### config.mk
export PLATFORM = sky130hd
export DESIGN_NAME = alu_issue
export DESIGN_NICKNAME = d
export VERILOG_FILES = /design/src/rtl/alu_issue_pkg.sv /design/src/rtl/alu_issue_register_file.sv /design/src/rtl/alu_issue.sv
export SDC_FILE = /design/constraint.sdc
export NUM_CORES = 2
export LEC_CHECK = 0
export BUFFER_PORTS_ARGS = -buffer_cell sky130_fd_sc_hd__clkbuf_2
export CAP_MARGIN = 40
export CELL_PAD_IN_SITES_DETAIL_PLACEMENT = 0
export CELL_PAD_IN_SITES_GLOBAL_PLACEMENT = 1
export CORE_MARGIN = 3
export CORE_UTILIZATION = 50
export CTS_CLUSTER_DIAMETER = 120
export DETAILED_ROUTE_END_ITERATION = 7
export PLACE_DENSITY = 0.79
export SETUP_SLACK_MARGIN = 0.3
export SLEW_MARGIN = 20
export SYNTH_ARGS = -nofsm -noshare
export SYNTH_HDL_FRONTEND = slang
export SYNTH_HIERARCHICAL = 1
export SYNTH_SLANG_ARGS = --single-unit
### constraint.sdc
create_clock -name clock -period 2.8 [get_ports clock]
set_input_delay 0.56 -clock clock [delete_from_list [all_inputs] [get_ports clock]]
set_output_delay 0.56 -clock clock [all_outputs]
set_load 0.05 [all_outputs]
### src/rtl/alu_issue_pkg.sv
// alu_issue_pkg
// Shared definitions for the alu_issue decode/dispatch/writeback stage:
//   - RV32I opcode constants (OP, OP_IMM) and funct7 constants (BASE, EXTRA)
//   - FSM state enum
//   - instruction field positions
//   - decode(): classifies an instruction word and extracts the ALU controls
package alu_issue_pkg;

   localparam int XLEN = 32;

   localparam logic [6:0] OP     = 7'b0110011;
   localparam logic [6:0] OP_IMM = 7'b0010011;

   localparam logic [6:0] FUNCT7_BASE  = 7'b0000000;
   localparam logic [6:0] FUNCT7_EXTRA = 7'b0100000;

   // Instruction field positions (LSB of each field).
   localparam int OPCODE_LSB = 0;
   localparam int RD_LSB     = 7;
   localparam int FUNCT3_LSB = 12;
   localparam int RS1_LSB    = 15;
   localparam int RS2_LSB    = 20;
   localparam int IMM_LSB    = 20;
   localparam int FUNCT7_LSB = 25;

   typedef enum logic [1:0] {
      IDLE      = 2'd0,
      DISPATCH  = 2'd1,
      WAIT      = 2'd2,
      WRITEBACK = 2'd3
   } state_t;

   typedef struct packed {
      logic            legal;
      logic [6:0]      funct7;
      logic [2:0]      funct3;
      logic            use_imm;
      logic [XLEN-1:0] imm;
   } decode_t;

   function automatic decode_t decode(input logic [31:0] instr);
      decode_t    d;
      logic [6:0] opcode;
      logic [6:0] f7;
      logic [2:0] f3;
      opcode   = instr[OPCODE_LSB +: 7];
      f7       = instr[FUNCT7_LSB +: 7];
      f3       = instr[FUNCT3_LSB +: 3];
      d        = '0;
      d.funct3 = f3;
      case (opcode)
         OP: begin
            d.funct7 = f7;
            // EXTRA only selects SUB (000) and SRA (101).
            d.legal  = (f7 == FUNCT7_BASE) ||
                       ((f7 == FUNCT7_EXTRA) && ((f3 == 3'b000) || (f3 == 3'b101)));
         end
         OP_IMM: begin
            d.use_imm = 1'b1;
            if ((f3 == 3'b001) || (f3 == 3'b101)) begin
               // Shifts: imm[11:5] doubles as funct7, shamt is imm[4:0].
               d.funct7 = f7;
               d.imm    = {27'b0, instr[IMM_LSB +: 5]};
               if (f3 == 3'b001) begin
                  d.legal = (f7 == FUNCT7_BASE);
               end else begin
                  d.legal = (f7 == FUNCT7_BASE) || (f7 == FUNCT7_EXTRA);
               end
            end else begin
               d.funct7 = FUNCT7_BASE;
               d.imm    = {{20{instr[31]}}, instr[IMM_LSB +: 12]};
               d.legal  = 1'b1;
            end
         end
         default: d.legal = 1'b0;
      endcase
      return d;
   endfunction

endpackage

### src/rtl/alu_issue_register_file.sv
// register_file
// 32 x 32-bit integer register file.
//   clock, reset_n          : rising-edge clock, asynchronous active-low clear
//   rs1_addr/rs1_data       : combinational read port 1
//   rs2_addr/rs2_data       : combinational read port 2
//   write_enable/addr/data  : synchronous write port (writes to x0 are dropped)
// x0 always reads as zero.
module register_file
   import alu_issue_pkg::*;
(
   input  logic            clock,
   input  logic            reset_n,
   input  logic [4:0]      rs1_addr,
   output logic [XLEN-1:0] rs1_data,
   input  logic [4:0]      rs2_addr,
   output logic [XLEN-1:0] rs2_data,
   input  logic            write_enable,
   input  logic [4:0]      write_addr,
   input  logic [XLEN-1:0] write_data
);

   logic [XLEN-1:0] regs [32];

   always_ff @(posedge clock or negedge reset_n) begin
      if (!reset_n) begin
         for (int i = 0; i < 32; i++) begin
            regs[i] <= '0;
         end
      end else if (write_enable && (write_addr != 5'd0)) begin
         regs[write_addr] <= write_data;
      end
   end

   assign rs1_data = (rs1_addr == 5'd0) ? '0 : regs[rs1_addr];
   assign rs2_data = (rs2_addr == 5'd0) ? '0 : regs[rs2_addr];

endmodule

### src/rtl/alu_issue.sv
// alu_issue
// Single-issue decode/dispatch/writeback stage in front of an external ALU.
// One instruction in flight: IDLE -> DISPATCH -> WAIT x (ALU_LATENCY-1) -> WRITEBACK.
//
// Handshake: an instruction is consumed on a rising edge where both
// instr_valid and instr_ready are high; instr_ready is high only in IDLE
// (and out of reset), so instr_valid in any other state is simply ignored.
//
// Ports:
//   clock, reset_n         : clock, asynchronous active-low reset
//   instr_valid/ready      : instruction handshake; instruction = RV32I word
//   alu_enable             : one-cycle dispatch pulse (DISPATCH state)
//   alu_funct7/funct3      : ALU operation, held until the next dispatch
//   alu_data_1/alu_data_2  : operands, held until the next dispatch
//   alu_result             : ALU output, sampled in WRITEBACK
//   retire_valid/rd/data   : one-cycle retirement report (zero otherwise)
//   illegal                : one-cycle pulse, cycle after a rejected instruction
//   retired_count          : retired-instruction counter
//   debug_state            : current FSM state
//
// Build option: define ALU_ISSUE_RETIRE_COUNT_EN to implement retired_count;
// otherwise it is tied to zero.
module alu_issue
   import alu_issue_pkg::*;
#(
   parameter int ALU_LATENCY = 1
) (
   input  logic            clock,
   input  logic            reset_n,
   input  logic            instr_valid,
   output logic            instr_ready,
   input  logic [31:0]     instruction,
   output logic            alu_enable,
   output logic [6:0]      alu_funct7,
   output logic [2:0]      alu_funct3,
   output logic [XLEN-1:0] alu_data_1,
   output logic [XLEN-1:0] alu_data_2,
   input  logic [XLEN-1:0] alu_result,
   output logic            retire_valid,
   output logic [4:0]      retire_rd,
   output logic [XLEN-1:0] retire_data,
   output logic            illegal,
   output logic [31:0]     retired_count,
   output logic [1:0]      debug_state
);

   // Last value of the WAIT counter before moving on (WAIT lasts ALU_LATENCY-1 cycles).
   localparam logic [1:0] WAIT_LAST = (ALU_LATENCY > 1) ? 2'(ALU_LATENCY - 2) : 2'd0;

   state_t          state, state_next;
   decode_t         dec;
   logic            accept;
   logic [XLEN-1:0] rs1_data, rs2_data;
   logic [4:0]      rd_q;
   logic [1:0]      wait_cnt;
   logic            illegal_q;

   assign dec         = decode(instruction);
   assign instr_ready = reset_n && (state == IDLE);
   assign accept      = instr_valid && instr_ready;
   assign debug_state = state;

   register_file u_register_file (
      .clock        (clock),
      .reset_n      (reset_n),
      .rs1_addr     (instruction[RS1_LSB +: 5]),
      .rs1_data     (rs1_data),
      .rs2_addr     (instruction[RS2_LSB +: 5]),
      .rs2_data     (rs2_data),
      .write_enable (retire_valid),
      .write_addr   (rd_q),
      .write_data   (alu_result)
   );

   always_ff @(posedge clock or negedge reset_n) begin
      if (!reset_n) begin
         state <= IDLE;
      end else begin
         state <= state_next;
      end
   end

   always_comb begin
      state_next   = state;
      alu_enable   = 1'b0;
      retire_valid = 1'b0;
      case (state)
         IDLE: begin
            if (accept && dec.legal) begin
               state_next = DISPATCH;
            end
         end
         DISPATCH: begin
            alu_enable = 1'b1;
            state_next = (ALU_LATENCY > 1) ? WAIT : WRITEBACK;
         end
         WAIT: begin
            if (wait_cnt == WAIT_LAST) begin
               state_next = WRITEBACK;
            end
         end
         WRITEBACK: begin
            retire_valid = 1'b1;
            state_next   = IDLE;
         end
         default: state_next = IDLE;
      endcase
   end

   // Operand/control capture at acceptance; these stay stable through
   // DISPATCH and beyond so the ALU may sample them late.
   always_ff @(posedge clock or negedge reset_n) begin
      if (!reset_n) begin
         alu_funct7 <= '0;
         alu_funct3 <= '0;
         alu_data_1 <= '0;
         alu_data_2 <= '0;
         rd_q       <= '0;
         illegal_q  <= 1'b0;
         wait_cnt   <= '0;
      end else begin
         illegal_q <= accept && !dec.legal;
         if (accept && dec.legal) begin
            alu_funct7 <= dec.funct7;
            alu_funct3 <= dec.funct3;
            alu_data_1 <= rs1_data;
            alu_data_2 <= dec.use_imm ? dec.imm : rs2_data;
            rd_q       <= instruction[RD_LSB +: 5];
         end
         if (state == DISPATCH) begin
            wait_cnt <= '0;
         end else if (state == WAIT) begin
            wait_cnt <= wait_cnt + 2'd1;
         end
      end
   end

   assign illegal     = illegal_q;
   assign retire_rd   = retire_valid ? rd_q : '0;
   assign retire_data = retire_valid ? alu_result : '0;

`ifdef ALU_ISSUE_RETIRE_COUNT_EN
   logic [31:0] count_q;

   always_ff @(posedge clock or negedge reset_n) begin
      if (!reset_n) begin
         count_q <= '0;
      end else if (retire_valid) begin
         count_q <= count_q + 32'd1;
      end
   end

   assign retired_count = count_q;
`else
   assign retired_count = '0;
`endif

endmodule
==> reports/qor.csv <==
stage,metric,value,unit
run_status,status,"complete, no violations",
pwr,p_total,41.9,mW
critical_path,cp_slowest_cell,dfrtp_2,
grt,gr-total-overflow,0,
floorplan,dieHeight,348,um
sta,period_share,90.7,%
cts,clk_pin_slew,0.06,ns
route,drc,0,
placement,dp_hpwl,120000,um
route,vias,38500,
critical_path,cp.required,2.24,ns
layout,instances_no_fill,5757,
grt,grt_pass1_vias,39500,
synthesis,synth_edf_count,0,
placement,routabilityCongestion,0.864,
grt,grt_pass1_wl,276000,um
synthesis,ys_seq_area_share,47.5,%
pwr,p_leak,30.5,nW
sta,hold_viol_final,0,
critical_path,path_buf_inv,3,
cts,cts_buffer_depth,3,
sta,hold_slack,0.0794,ns
floorplan,initial_core_util,50.7,%
layout,syn2layout_area_growth,16.6,%
cts,h-tree-depth,3,
floorplan,io_pins,216,
critical_path,crit_type,reg -> out,
floorplan,core_area,115000,um^2
route,avgRoutedWirePerCell,32.8,um
cts,clkSinkCount,1108,
route,avgViaCountPerCell,6.69,
sta,clock_skew,0.0290,ns
floorplan,fp-row-count,124,
min_path,hold_path.class,in -> reg,
synthesis,synth-main-ff-cell,dfrtp_1,
route,ant_nets,0,
sta,slew_violations,0,
grt,antenna_found_initial,4,
cts,cts_tree,yes,
layout,utilization,59.1,%
sta,relSlewSlack,29.9,%
grt,grt_usage,31.2,%
layout,final_nets,4217,
critical_path,slowest_delay,0.43,ns
grt,grt_max_degree,173,
pwr,p_per_area,616,nW/um^2
sta,fin_crit,2.54,ns
route,first_pass_iters,5,
synthesis,synth_area_per_cell,14.9,um^2
cts,root_buffer,clkbuf_16,
pwr,peakVddDrop,507,uV
critical_path,cp_max_fo,12,
floorplan,die_w,348,um
critical_path,cp-start-kind,flop,
synthesis,synth_seq_cells,1108,
placement,place_inst,5525,
sta,fmax,394,MHz
synthesis,ys_warn_count,6,
cts,cts_buffers,118,
flow_run,drv_cap,0,
synthesis,synthesis.area,58300,um^2
critical_path,cp-end-kind,primary output,
critical_path,critical-path-top-delay-family,buffers and inverters,
synthesis,synthDistinctLibCells,51,
critical_path,crit_arrival,1.98,ns
route,drtIter0Drc,4067,
layout,drive_gt1_share,55.6,%
sta,rsz0062_at_grt,true,
synthesis,ys_async_sr_fraction,100,%
floorplan,die_area,121000,um^2
sta,tightest_slew,1.05,ns
synthesis,syn_inst,3913,
placement,port_buffers,183,
cts,clk_latency,0.72,ns
sta,finalSetupViolCount,0,
critical_path,crit_top_cell,buf_12,
critical_path,path_cells,ha_4 > buf_12 > buf_12 > and2_1 > clkbuf_8,
route,wirelength,189000,um
[layout by cell type (no fill, tap or decap), types with 18 or more instances in the layout]
master,count
dfrtp_1,1106
bufinv_16,23
mux2i_1,189
a22o_1,54
clkbuf_8,27
clkbuf_2,136
conb_1,32
and2_4,23
clkbuf_1,18
a211oi_1,46
buf_12,89
nand2_1,33
nor2b_1,24
clkinv_2,23
mux2_4,33
clkbuf_16,123
mux2_2,1036
o22ai_1,78
o221ai_1,27
buf_4,275
buf_8,39
mux4_2,459
a21oi_1,36
nor3_1,55
a2111oi_0,26
and2_1,24
inv_1,27
a22oi_1,18
[logic make-up (layout without fill, tap and decap cells)]
group,after synthesis,after routing,synth area share (%)
AND/OR/NAND/NOR,255,255,2.34
buffers and inverters,501,800,4.06
multiplexers,1722,1722,41.9
other,1,34,0.00643
adder cells (fa/ha/maj),6,6,0.129
AO/OA/AOI/OAI,319,319,4.01
flip-flops,1108,1108,47.5
XOR/XNOR,1,1,0.0150
[final cells by class]
class / instances / area, um^2
Tap cell: 1512 / 1890
Clock inverter: 57 / 905
Fill cell: 8802 / 47100
Antenna cell: 2 / 5.00
Sequential cell: 1108 / 27700
Timing Repair Buffer: 553 / 5330
Inverter: 28 / 105
Multi-Input combinational cell: 2335 / 28600
Clock buffer: 162 / 3410
[worst paths after layout]
check	start	end	slack (ns)	cells past startpoint
setup / recovery	debug_state[1]$_DFFE_PN0P_	retire_rd[0]	0.26	5
hold / removal	instruction[8]	rd_q[1]$_DFFE_PN0P_	0.08	2
setup reg to reg	debug_state[1]$_DFFE_PN0P_	u_register_file/regs[487]$_DFFE_PN0P_	0.38	9
hold reg to reg	u_register_file/regs[1014]$_DFFE_PN0P_	u_register_file/regs[1014]$_DFFE_PN0P_	0.40	0
max in group asynchronous	reset_n	u_register_file/regs[919]$_DFFE_PN0P_	1.05	4
min in group asynchronous	reset_n	u_register_file/regs[164]$_DFFE_PN0P_	0.50	3
[cells in the mapped netlist (2+ instances only)]
library cell  instances  share of area, %
a22o_1               54              0.81
nor2_1               22              0.14
a21oi_1              36              0.31
nand3_1               9             0.077
clkbuf_1            223               1.4
ha_1                  6              0.13
buf_2               107              0.92
a2111oi_0            27              0.41
nand4b_1              2             0.030
a31oi_1               7             0.075
nor4_1               10              0.11
mux4_2              459                18
nor2b_1              28              0.30
and2_1               48              0.51
o221ai_1             27              0.41
or3b_2                2             0.030
or3_1                 2             0.021
inv_1                27              0.17
nor3b_1               2             0.026
nand2_1              48              0.31
nor3_1               56              0.48
mux2_1                5             0.097
a32o_1                8              0.14
mux2_2             1036                20
nand2b_1             16              0.17
o21ai_0              12              0.10
o22ai_1              78              0.84
mux2i_1             189               3.2
dfrtp_1            1108                48
nand3b_1              3             0.039
and3_1                2             0.021
buf_6                12              0.23
buf_4                71              0.91
mux2_4               33              0.85
buf_1                60              0.39
a211oi_1             46              0.59
a22oi_1              18              0.23
[worst reg2reg max path, delay by kind of cell (launching register included)]
kind / cells / cell delay [ns]
adder cells (fa/ha/maj): 1 / 0.17
buffers and inverters: 4 / 1.02
flip-flops: 1 / 0.43
multiplexers: 1 / 0.41
AND/OR/NAND/NOR: 3 / 0.28
[sequential cells by signal, summed over array words and instances, names as in the netlist]
signal and cells:
alu_funct7 7, rd_q 5, alu_funct3 3, alu_data_1 32
wait_cnt 2, u_register_file/regs 1024, debug_state 2, alu_data_2 32
illegal 1
[where the power goes]
group | total, mW | leakage (nW) | switching [mW] | internal (mW)
logic | 7.04 | 14.2 | 3.71 | 3.33
registers | 17.6 | 14.2 | 0.689 | 16.9
clock network | 17.3 | 2.12 | 6.69 | 10.6
total | 41.9 | 30.5 | 11.1 | 30.8
[metrics by stage]
step,area (um^2),worst slack [ns],TNS (ns)
2_1_floorplan,58500,0.282,0
3_3_place_gp,63000,-0.172,-1.18
3_5_place_dp,63000,-0.166,-1.18
4_1_cts,67800,0.234,0
5_1_grt,68000,0.216,0
6_report,68000,0.261,0
[per-layer routing]
metal | part of all wire (%) | global-route usage [%] | wire length (um) | vias up
li1 | - | - | - | 15400
met1 | 41 | 43.2 | 76600 | 20700
met2 | 45 | 47.4 | 85400 | 1971
met3 | 9.6 | 7.85 | 18200 | 426
met4 | 4.6 | 12.9 | 8700 | 0
met5 | 0 | 0 | 0 | -
[repair_timing]
item                                   4_1_cts  5_1_grt
hold buffers                                 1        0
endpoints found under the hold margin       52        0
pin swaps                                    1        1
setup buffers                                6        0
gates cloned                                 1        2
setup endpoints to repair                   39       87
resized for setup                           83       67
Note: power is estimated with default switching activity, not from simulation.
